$ cat config.mk
export PLATFORM = sky130hd
export DESIGN_NAME = perf_monitor
export DESIGN_NICKNAME = d
export VERILOG_FILES = /design/src/rtl/perf_monitor.sv
export SDC_FILE = /design/constraint.sdc
export NUM_CORES = 1
export LEC_CHECK = 0
export CAP_MARGIN = 0
export CORE_MARGIN = 2
export CORE_UTILIZATION = 56
export CTS_BUF_LIST = sky130_fd_sc_hd__clkbuf_4
export CTS_CLUSTER_SIZE = 40
export DETAILED_ROUTE_END_ITERATION = 10
export DONT_BUFFER_PORTS = 1
export PLACE_DENSITY = 0.82
export SYNTH_ARGS = -nofsm -noshare
export SYNTH_HDL_FRONTEND = slang
export SYNTH_SLANG_ARGS = --single-unit
$ cat constraint.sdc
create_clock -name clk -period 9.3 [get_ports clk]
set_clock_uncertainty 0.1 [all_clocks]
set_input_delay 1.86 -clock clk [delete_from_list [all_inputs] [get_ports clk]]
set_output_delay 1.86 -clock clk [all_outputs]
set_load 0.05 [all_outputs]
$ cat src/rtl/perf_monitor.sv
`timescale 1ns/1ps
// Performance monitor: cycle/retire/event counters gated by a WARM/RUN/PASS/FAIL
// run tracker driven by memory-stage stores. Define PERF_SAT_EN for saturating counters.
module perf_monitor #(
  parameter int          CNT_W      = 32,
  parameter int          NUM_EVT    = 4,
  parameter int          RET_LANES  = 1,
  parameter int          WARMUP     = 2,
  parameter logic [31:0] PASS_ADR   = 32'd100,
  parameter logic [31:0] PASS_DATA  = 32'd25,
  parameter logic [31:0] IGNORE_ADR = 32'd96,
  localparam int         SEL_W      = $clog2(NUM_EVT + 2)
) (
  input  logic                 clk,
  input  logic                 reset,
  input  logic                 clear_i,
  input  logic [RET_LANES-1:0] retire_i,
  input  logic [NUM_EVT-1:0]   evt_i,
  input  logic                 MemWriteM,
  input  logic [31:0]          DataAdrM,
  input  logic [31:0]          WriteDataM,
  input  logic [SEL_W-1:0]     rd_sel_i,
  output logic [CNT_W-1:0]     rd_data_o,
  output logic                 done_o,
  output logic                 pass_o,
  output logic                 fail_o,
  output logic [31:0]          fail_adr_o,
  output logic [31:0]          fail_data_o,
  output logic [1:0]           dbg_state_o
);

  localparam int WARM_W = (WARMUP > 0) ? $clog2(WARMUP + 1) : 1;

  typedef enum logic [1:0] {ST_WARM, ST_RUN, ST_PASS, ST_FAIL} state_t;

  state_t              state_q, state_d;
  logic [WARM_W-1:0]   warm_q, warm_d;
  logic [CNT_W-1:0]    cyc_q, cyc_d;
  logic [CNT_W-1:0]    ret_q, ret_d;
  logic [CNT_W-1:0]    evt_q [NUM_EVT];
  logic [CNT_W-1:0]    evt_d [NUM_EVT];
  logic [31:0]         fail_adr_q, fail_adr_d;
  logic [31:0]         fail_data_q, fail_data_d;

  logic       warm_done;
  logic       run_active;
  logic       pass_hit;
  logic       fail_hit;
  logic [2:0] ret_cnt;

  function automatic logic [CNT_W-1:0] bump(input logic [CNT_W-1:0] v, input logic [2:0] inc);
`ifdef PERF_SAT_EN
    logic [CNT_W+3:0] s;
    s = (CNT_W+4)'(v) + (CNT_W+4)'(inc);
    if (s > (CNT_W+4)'({CNT_W{1'b1}})) return {CNT_W{1'b1}};
    return s[CNT_W-1:0];
`else
    return v + CNT_W'(inc);
`endif
  endfunction

  // With WARMUP=0 the WARM state already behaves as RUN so the first cycle counts.
  assign warm_done  = (WARMUP == 0) || (warm_q == WARM_W'(WARMUP - 1));
  assign run_active = (state_q == ST_RUN) || ((WARMUP == 0) && (state_q == ST_WARM));
  assign pass_hit   = MemWriteM && (DataAdrM == PASS_ADR) && (WriteDataM == PASS_DATA);
  assign fail_hit   = MemWriteM && !pass_hit && (DataAdrM != IGNORE_ADR);

  always_comb begin
    ret_cnt = '0;
    for (int i = 0; i < RET_LANES; i++) ret_cnt = ret_cnt + 3'(retire_i[i]);
  end

  always_ff @(posedge clk or posedge reset) begin
    if (reset) begin
      state_q <= ST_WARM;
      warm_q  <= '0;
    end else begin
      state_q <= state_d;
      warm_q  <= warm_d;
    end
  end

  always_comb begin
    state_d = state_q;
    warm_d  = warm_q;
    if (state_q == ST_WARM) begin
      if (warm_done) state_d = ST_RUN;
      else           warm_d  = warm_q + 1'b1;
    end
    if (run_active) begin
      if (pass_hit)      state_d = ST_PASS;
      else if (fail_hit) state_d = ST_FAIL;
    end
    if (clear_i) begin
      state_d = ST_WARM;
      warm_d  = '0;
    end
  end

  always_comb begin
    done_o      = (state_q == ST_PASS) || (state_q == ST_FAIL);
    pass_o      = (state_q == ST_PASS);
    fail_o      = (state_q == ST_FAIL);
    dbg_state_o = state_q;
  end

  always_comb begin
    cyc_d       = cyc_q;
    ret_d       = ret_q;
    evt_d       = evt_q;
    fail_adr_d  = fail_adr_q;
    fail_data_d = fail_data_q;
    if (run_active) begin
      cyc_d = bump(cyc_q, 3'd1);
      ret_d = bump(ret_q, ret_cnt);
      for (int k = 0; k < NUM_EVT; k++) evt_d[k] = bump(evt_q[k], {2'b00, evt_i[k]});
      if (fail_hit) begin
        fail_adr_d  = DataAdrM;
        fail_data_d = WriteDataM;
      end
    end
    if (clear_i) begin
      cyc_d       = '0;
      ret_d       = '0;
      fail_adr_d  = '0;
      fail_data_d = '0;
      for (int k = 0; k < NUM_EVT; k++) evt_d[k] = '0;
    end
  end

  always_ff @(posedge clk or posedge reset) begin
    if (reset) begin
      cyc_q       <= '0;
      ret_q       <= '0;
      fail_adr_q  <= '0;
      fail_data_q <= '0;
      for (int k = 0; k < NUM_EVT; k++) evt_q[k] <= '0;
    end else begin
      cyc_q       <= cyc_d;
      ret_q       <= ret_d;
      fail_adr_q  <= fail_adr_d;
      fail_data_q <= fail_data_d;
      for (int k = 0; k < NUM_EVT; k++) evt_q[k] <= evt_d[k];
    end
  end

  assign fail_adr_o  = fail_adr_q;
  assign fail_data_o = fail_data_q;

  always_comb begin
    rd_data_o = '0;
    if (rd_sel_i == SEL_W'(0)) rd_data_o = cyc_q;
    if (rd_sel_i == SEL_W'(1)) rd_data_o = ret_q;
    for (int k = 0; k < NUM_EVT; k++) begin
      if (rd_sel_i == SEL_W'(k + 2)) rd_data_o = evt_q[k];
    end
  end

endmodule

==> run_results.csv <==
group,metric,value,unit
cells_and_area,final_util,0.610,
worst_setup_path,max_stage_delay,990,ps
sta,slew_viol_final,0,
yosys,synth-simple-area-share,0.251,
cells_and_area,final_cell_mix,"dfrtp_1 (260), nand2_1 (243), nor2_1 (204)",
worst_setup_path,worst_setup_path_start_kind,"input pin",
cts,root_buffer,"clkbuf_4",
cts,clk_pin_slew,60,ps
yosys,synthDistinctLibCells,52,
global_routing,overflow,0,
power_and_ir_drop,p_leak,6.44,nW
worst_setup_path,worstPathRequired,7340,ps
yosys,synth-seq-area-share,0.455,
routing,vias_per_cell,6.33,
sta,tns,0,ps
floorplanning,die-area,26800,um^2
run,drv_cap,0,
global_routing,grt_pass1_wl,62.9,mm
sta,finalCritPeriodShare,0.632,
sta,rsz0062_at_grt,"false",
sta,setup_viol,0,
routing,drt_pass1_iterations,6,
global_routing,grt_max_degree,202,
cells_and_area,mostFrequentLayoutCell,"dfrtp_1",
sta,clock.fmax,170,MHz
global_routing,grt_pass1_vias,11900,
yosys,synthXorXnorAreaFrac,0.0901,
yosys,synthesis.nets,1653,
cts,cts.sink_count,260,
yosys,muxShareOfSynthArea,0.0930,
place,preCtsSetupSlack,3590,ps
yosys,synthesis.area,14300,um^2
power_and_ir_drop,p_switching,0.000832,W
worst_setup_path,critical_path_buf_inv_count,1,
cells_and_area,area_growth,7.24,%
power_and_ir_drop,p_comb_frac,0.098,
cells_and_area,drive_above_1_share,0.0873,
yosys,synth_top_family_by_area,"simple AND/OR/NAND/NOR gates",
cts,cts_inserted_buffers,70,
worst_setup_path,worstPathArrival,3910,ps
routing,drc,0,
routing,drt_iter0_markers,1502,
routing,finalWirelength,40.5,mm
power_and_ir_drop,p_sw_frac,0.317,
global_routing,track_usage,0.301,
cts,htreeDepth,3,
floorplanning,fp-row-count,58,
routing,vias,12200,
place,portBuffers,0,
yosys,synthCells,1565,
yosys,synthArstFlopShare,1.00,
worst_setup_path,cp_top_family,"compound AO/OA/AOI/OAI gates",
power_and_ir_drop,p_per_area,172,nW/um^2
worst_setup_path,crit_path_end_kind,"output pin",
sta,tightest_slew,1310,ps
sta,hold_viol,0,
run_status,status,"finished, final reports clean",
cts,clk_path_buf_depth,3,
sta,fin_ws,3430,ps
floorplanning,core_area,25100,um^2
sta,max_slew_margin,0.126,
worst_setup_path,slowest_stage,"o221ai_1",
worst_setup_path,crit_fanout,67,
power_and_ir_drop,intPower,0.00180,W
worst_setup_path,path_class,"in2out",
cells_and_area,nets,1648,
power_and_ir_drop,p_clk_frac,0.391,
yosys,synth_edf_count,0,
min_path,worstHoldPathType,"reg2reg",
cts,hold_buffers,0,
cts,cts_tree,"built",
worst_setup_path,path_cells,"inv_1 -> a31oi_1 -> o221ai_1",
yosys,synth-main-ff-cell,"dfrtp_1",
power_and_ir_drop,power_frac_seq,0.511,
floorplanning,die_w,164,um
yosys,synth_fa_ha_area_frac,0.0105,
cts,clock_latency,710,ps
floorplanning,initial_utilization,0.569,
global_routing,antenna_found_initial,1,
floorplanning,die_y,164,um
place,dpl.hpwl,27.5,mm
yosys,ys_seq_elements,260,
routing,ant_nets,0,
place,gp_congestion,0.947,
yosys,yosys_warnings,0,
routing,avgRoutedWirePerCell,20.9,um
cts,cts_resized,0,
sta,min_period,5870,ps
power_and_ir_drop,ir_drop,119,uV
floorplanning,ios,177,
cts,post_cts_buffers,0,
yosys,syn_area_per_cell,9.13,um^2
yosys,synth_compound_area_frac,0.0659,
-- area by class of cell --
| class | instances | area, um^2 |
|---|---|---|
| Clock buffer | 96 | 721 |
| Timing Repair Buffer | 15 | 113 |
| Antenna cell | 1 | 2.50 |
| Clock inverter | 19 | 134 |
| Fill cell | 2086 | 9790 |
| Multi-Input combinational cell | 1182 | 7310 |
| Tap cell | 330 | 413 |
| Inverter | 31 | 125 |
| Sequential cell | 260 | 6510 |
-- worst register-to-register path: stages (launching register included) --
cell,delay (ps)
dfrtp_1,380
buf_4,290
and2b_1,260
buf_4,380
nand3_1,250
o22ai_4,160
buf_4,810
mux2i_1,340
-- final timing paths --
kind / end / start / slack, ps / depth (start not counted)
worst max-delay path: rd_data_o[10] / rd_sel_i[0] / 3430 / 3
worst max register to register: fail_adr_o[9] / dbg_state_o[1] / 6220 / 7
worst min-delay path: warm_q[0] / warm_q[0] / 450 / 2
min in group asynchronous: fail_adr_o[8] / reset / 1090 / 1
worst min register to register: warm_q[0] / warm_q[0] / 450 / 2
max in group asynchronous: ret_q[22] / reset / 6500 / 2
-- cells in the mapped netlist (all sizes together), types with 4 or more instances --
| master | count | area (um^2) |
|---|---|---|
| o21a | 4 | 30.0 |
| mux2 | 4 | 45.0 |
| nor4 | 43 | 314 |
| buf | 25 | 121 |
| nor2b | 5 | 31.3 |
| and2 | 9 | 56.3 |
| xnor2 | 75 | 657 |
| a31oi | 29 | 181 |
| a21oi | 45 | 225 |
| mux2i | 126 | 1260 |
| nand3 | 61 | 305 |
| nor2 | 205 | 769 |
| xor2 | 72 | 631 |
| a21o | 4 | 30.0 |
| ha | 12 | 150 |
| nor3 | 37 | 190 |
| o221ai | 31 | 272 |
| nand4 | 56 | 357 |
| dfrtp | 260 | 6510 |
| clkbuf | 67 | 251 |
| nand2 | 243 | 912 |
| o21ai | 25 | 125 |
| or3 | 24 | 150 |
| and3 | 23 | 144 |
| and4 | 18 | 158 |
| inv | 31 | 116 |
-- power by group through the flow --
stage               logic [W]  clock network [W]  registers [W]
floorplan            0.000218                  0        0.00136
global placement     0.000249                  0        0.00136
detailed placement   0.000257                  0        0.00136
CTS                  0.000255            0.00104        0.00134
global route         0.000278            0.00110        0.00135
finish               0.000256            0.00103        0.00134
-- flip-flops by register name, indices dropped and copies added, names as in the netlist --
name / count
fail_adr_o: 32
ret_q: 32
dbg_state_o: 2
cyc_q: 32
warm_q: 2
fail_data_o: 32
evt_q: 128
-- metrics by stage --
step	cells	cell area [um^2]	total power, W	hold WS (ps)
floorplan	1565	14300	0.00158	404
global route	1934	15300	0.00273	457
detailed placement	1818	14500	0.00162	440
finish	1934	15300	0.00263	452
CTS	1933	15300	0.00264	450
global placement	1818	14500	0.00161	426
-- cells by family (layout without fill, tap and decap cells) --
family                   count (synthesis)  after routing
XOR/XNOR                               147            147
adder cells (fa/ha/maj)                 12             12
AO/OA/AOI/OAI                          147            147
flip-flops                             260            260
multiplexers                           131            131
AND/OR/NAND/NOR                        745            745
other                                    0              1
buffers and inverters                  123            161
-- metal layers --
metal	part of all wire	track usage	wire length, um	vias up
li1	-	-	-	5476
met1	0.38	0.374	15200	5863
met2	0.45	0.459	18200	734
met3	0.11	0.0841	4320	172
met4	0.067	0.205	2710	0
met5	0	0	0	-
Note: power is estimated with default switching activity, not from simulation.
